**config.mk**
```make
export PLATFORM = sky130hd
export DESIGN_NAME = file_module
export DESIGN_NICKNAME = d
export VERILOG_FILES = /design/src/rtl/file_module.sv
export SDC_FILE = /design/constraint.sdc
export NUM_CORES = 2
export LEC_CHECK = 0
export CORE_MARGIN = 5
export CORE_UTILIZATION = 40
export CTS_BUF_LIST = sky130_fd_sc_hd__clkbuf_16
export CTS_CLUSTER_DIAMETER = 80
export CTS_CLUSTER_SIZE = 16
export DETAILED_ROUTE_END_ITERATION = 16
export PLACE_DENSITY = 0.6
export SLEW_MARGIN = 15
export SYNTH_ARGS = -nofsm -noshare
export SYNTH_HDL_FRONTEND = slang
export SYNTH_SLANG_ARGS = --single-unit
export TNS_END_PERCENT = 50
```
**constraint.sdc**
```tcl
create_clock -name clk -period 2.6 [get_ports clk]
set_clock_uncertainty 0.1 [all_clocks]
set_input_delay 0.78 -clock clk [delete_from_list [all_inputs] [get_ports clk]]
set_output_delay 0.78 -clock clk [all_outputs]
set_load 0.005 [all_outputs]
```
**src/rtl/file_module.sv**
```systemverilog
// Single-port register file for the blur datapath: write-first on load,
// registered read data, whole array cleared asynchronously on reset.
module file_module #(
  parameter int WIDTH  = 32,
  parameter int ADDR_W = 5,
  parameter int DEPTH  = 32
) (
  input  logic              clk,
  input  logic              rst_n,
  input  logic              trigger,
  input  logic [ADDR_W-1:0] address,
  input  logic [WIDTH-1:0]  din,
  output logic [WIDTH-1:0]  dout
);

  localparam logic [ADDR_W:0] DEPTH_W = DEPTH[ADDR_W:0];

  logic [WIDTH-1:0] mem [DEPTH];
  logic             in_range;

  // Extra MSB keeps the compare meaningful when DEPTH == 2**ADDR_W.
  assign in_range = ({1'b0, address} < DEPTH_W);

  always_ff @(posedge clk or negedge rst_n) begin
    if (!rst_n) begin
      mem  <= '{default: '0};
      dout <= '0;
    end else if (trigger) begin
      if (in_range) mem[address] <= din;
      dout <= din;
    end else begin
      dout <= in_range ? mem[address] : '0;
    end
  end

endmodule

```
# == After elaboration in Yosys (flattened, before gate mapping) ==
# Index checks and enable logic that the tools add are counted.
# totals
ff_bits,1056
output_inout_bits,32
wordCells,44
in_bits,40
# classes
n_bitwise,1
reduce_logical,1
magnitude_cmp,2
n_mux,7
# ops
op,count
$bwmux W1024,1
$bmux W32 S5,1
$demux W32 S5,1
$mux W32,4
$ge A6 B6 Y1 const B,1
$lt A6 B1 Y1 const B,1
$not A5 Y6,1
$logic_and A1 B1 Y1,1

# == Logic depth before layout (Yosys ltp) ==
# logic_depth
depth_word,6
ltp_mapped,8
mapped_depth_nobuf,4

# == Worst setup path before layout ==
# Ideal clock, no wire load.
# synth_timing
path_kind,input port to flip-flop
start,input port address[1]
end,register dout[11]
t_arrival_ns,2.248
stages,8
path_buffers,4
path_slack_ns,0.113
setup_ns,0.139
path_cell_list,buf_2 -> buf_4 -> buf_2 -> buf_2 -> mux2i_1 -> o22ai_1 -> nor4_1 -> a32oi_1
# synth_via
elab_chain_cells,5
# synth_lines
item,line,rtl
from (decl),11,"input logic [ADDR_W-1:0] address,"
$not A5 Y6 (not written as such),32,dout <= in_range ? mem[address] : '0;
$bmux W32 S5,32,
$mux W32 (not written as such) (2 in series),32,
$mux W32,28,end else if (trigger) begin
to (signal assigned),30,dout <= din;
to (signal assigned),32,
to (decl),13,output logic [WIDTH-1:0] dout
# No other way between the ends. The select of a mux whose other input is x is not followed.
# A chain may end at the register's enable or synchronous reset.

# == Final worst setup path ==
# layout_timing
start,input port address[4]
end,register dout[17]
# Same word-level chain as after synthesis.

==> results.ini <==
[synth]
synthXorXnorAreaFrac_pct = 0
synthFlopType = dfrtp_1
synth_nets = 3177
async_flop_share_pct = 100
synthSimpleGateAreaFrac_pct = 1.76
synth_edf_count = 0
ys_warn_count = 0
synth_top_family_by_area = multiplexers
synthAdderAreaFrac_pct = 0
avgSynthCellArea_um2 = 15.2
synth.area.mux_share_pct = 35.9
syn_area_um2 = 47500
synth-seq-cells = 1056
synthDistinctLibCells = 54
ys_seq_area_share_pct = 55.6
synth_compound_area_share_pct = 3.36
synthCells = 3137

[sta]
finalSetupViolCount = 1
fmax_mhz = 384
rsz0062_at_grt = yes
slew_violations = 0
finalHoldViolations = 0
worstMarginPinSlew_ns = 0.514
period_needed_ns = 2.61
min_period_over_period_pct = 100
fin_ws_ns = -0.00514
slew_headroom_pct = 65.7

[global_route]
track_usage_pct = 22.7
grt-ovfl-total = 0
grt_pass1_wl_um = 214000
met3_usage_pct = 3.15
grt_pass1_vias = 31200
antenna_found_initial = 2
grtUsageMet2_pct = 36.5
grtUsageMet1_pct = 32.3
grt_max_degree = 90
grt-busiest-layer = met2

[routing]
wl_um = 142000
drtAntennaViolNets = 0
vias_per_cell = 5.83
drc = 0
dr.pass1.iters = 5
wire_per_inst_um = 29.1
initialDrtViolationCount = 1859
vias = 28500

[final_layout]
layout-drive-gt1-share_pct = 45.7
syn_to_final_growth_pct = 16.5
finalInstanceArea_um2 = 55400
nets = 3377

[critical_path]
worstSetupPathType = in -> reg
crit_arrival_ns = 3.05
required_ns = 3.05
worst-path-max-fanout = 9
end_kind = register
startpoint_type = primary input

[power]
leakagePower_nw = 24.8
powerDensity_nw_per_um2 = 709
power_mw = 39.2
max-vdd-ir-drop_mv = 0.424

[placement]
io_buffers = 71
gp_congestion = 0.813
placed_cell_area_um2 = 53200
preCtsSetupSlack_ns = -0.682
dpl.hpwl_um = 94300

[worst_hold_path]
min_path_type = reg -> reg

[floorplanning]
die-area_um2 = 126000
start_util_pct = 40.3
die_w_um = 355
coreArea_um2 = 118000
die_h_um = 355
core.rowCount = 126
io_pins = 72

[clock_tree]
clk_latency_ns = 0.66
root_buffer = clkbuf_16
clockBufferDepth = 3
cts_tree = built
clk_pin_slew_worst_paths_ns = 0.07
cts_buffers = 76
htreeDepth = 3
cts.sinks = 1056

[status]
status = finished, violations left
violations = negative setup slack

[job]
drv_cap = 0

==> logic make-up after synthesis <==
group                  count (synthesis)
AOI/OAI and AO/OA                    227
and+or+nand+nor                      137
DFF                                 1056
buffers and inverters                320
muxes                               1397
==> cell usage after synthesis (all sizes together) (2+ instances only) <==
master | number | area [um^2]
a211oi | 10 | 75.1
a21oi | 18 | 90.1
a221oi | 9 | 78.8
a22o | 11 | 96.3
a22oi | 33 | 248
a32oi | 19 | 166
a41oi | 12 | 105
and3 | 2 | 12.5
and3b | 3 | 26.3
buf | 169 | 1050
clkbuf | 131 | 493
dfrtp | 1056 | 26400
inv | 20 | 75.1
mux2 | 1030 | 11600
mux2i | 224 | 2240
mux4 | 143 | 3220
nand2 | 16 | 120
nand3 | 4 | 25.0
nand3b | 3 | 26.3
nand4b | 4 | 35.0
nand4bb | 4 | 45.0
nor2 | 60 | 255
nor2b | 2 | 12.5
nor3 | 12 | 71.3
nor3b | 4 | 40.0
nor4 | 11 | 68.8
o21ai | 13 | 65.1
o221ai | 10 | 87.6
o22ai | 89 | 557
or3b | 2 | 17.5
or4b | 3 | 30.0
==> stage by stage <==
| stage | setup TNS [ns] | hold slack, ns | cells | utilization (%) |
|---|---|---|---|---|
| 6_report | -0.00514 | 0.383 | 4881 | 46.9 |
| 5_1_grt | -0.0114 | 0.399 | 4880 | 46.9 |
| 4_1_cts | 0 | 0.386 | 4878 | 46.8 |
| 3_5_place_dp | -455.82 | 0.370 | 4792 | 45.1 |
| 3_3_place_gp | -445.76 | 0.361 | 4792 | 45.1 |
| 2_1_floorplan | 0 | 0.352 | 3137 | - |
==> layout make-up <==
cell class | instances | area, um^2
clock buffers | 79 | 1980
diodes | 1 | 2.50
inverters | 20 | 75.1
clock inverters | 6 | 82.6
fillers | 10100 | 62700
repair buffers | 422 | 5170
flip-flops and latches | 1056 | 26400
well taps | 1536 | 1920
multi-input cells | 1761 | 19700
==> where the power goes <==
part	total (mW)	internal [mW]	leakage, nW	switching [mW]
Combinational	6.79	4.04	10.3	2.74
Clock	11.2	5.58	1.02	5.65
Sequential	21.2	19.6	13.5	1.63
==> registers in the layout, indices dropped and copies added, names as in the netlist <==
name	count
dout	32
mem	1024
==> layer usage <==
layer,up-vias,part of all wire (%),routed length [um]
li1,12000,-,-
met1,15700,46,65000
met2,627,47,66900
met3,198,4.3,6080
met4,2,2.9,4170
met5,-,0.0084,12
==> worst paths after layout <==
check | from | end | slack, ns | depth (start not counted)
worst min-delay path | mem[206]$_DFFE_PN0P_ | mem[206]$_DFFE_PN0P_ | 0.38 | 1
min in group asynchronous | rst_n | mem[791]$_DFFE_PN0P_ | 0.56 | 2
max in group asynchronous | rst_n | mem[429]$_DFFE_PN0P_ | 0.88 | 4
worst min register to register | mem[206]$_DFFE_PN0P_ | mem[206]$_DFFE_PN0P_ | 0.38 | 1
worst max register to register | mem[517]$_DFFE_PN0P_ | dout[5]$_DFF_PN0_ | 0.60 | 5
worst max-delay path | address[4] | dout[17]$_DFF_PN0_ | -0.005 | 8
==> cell usage in the layout (no fill, tap or decap), types with 65 or more instances in the layout <==
master              n
buf_4             204
mux2_1            139
mux2_2            891
o22ai_1            88
clkdlybuf4s50_1    65
clkbuf_16          79
mux2i_1           224
buf_12            146
dfrtp_1          1054
mux4_2            143
==> critical path, stage by stage <==
cell	delay, ns
clkdlybuf4s50_1	0.45
buf_12	0.17
or4_1	0.57
buf_4	0.24
buf_4	0.17
o22ai_1	0.25
nor4_1	0.12
a32oi_1	0.27
==> what timing repair did <==
action                                  4_1_cts  5_1_grt
pin swaps                                     0        1
hold buffers                                  1        0
hold endpoints to repair                     19        0
gates resized for setup                       2        7
endpoints found under the setup margin        2      127
setup buffers                                 0        2
No activity file was read; power rests on OpenSTA's default activity.
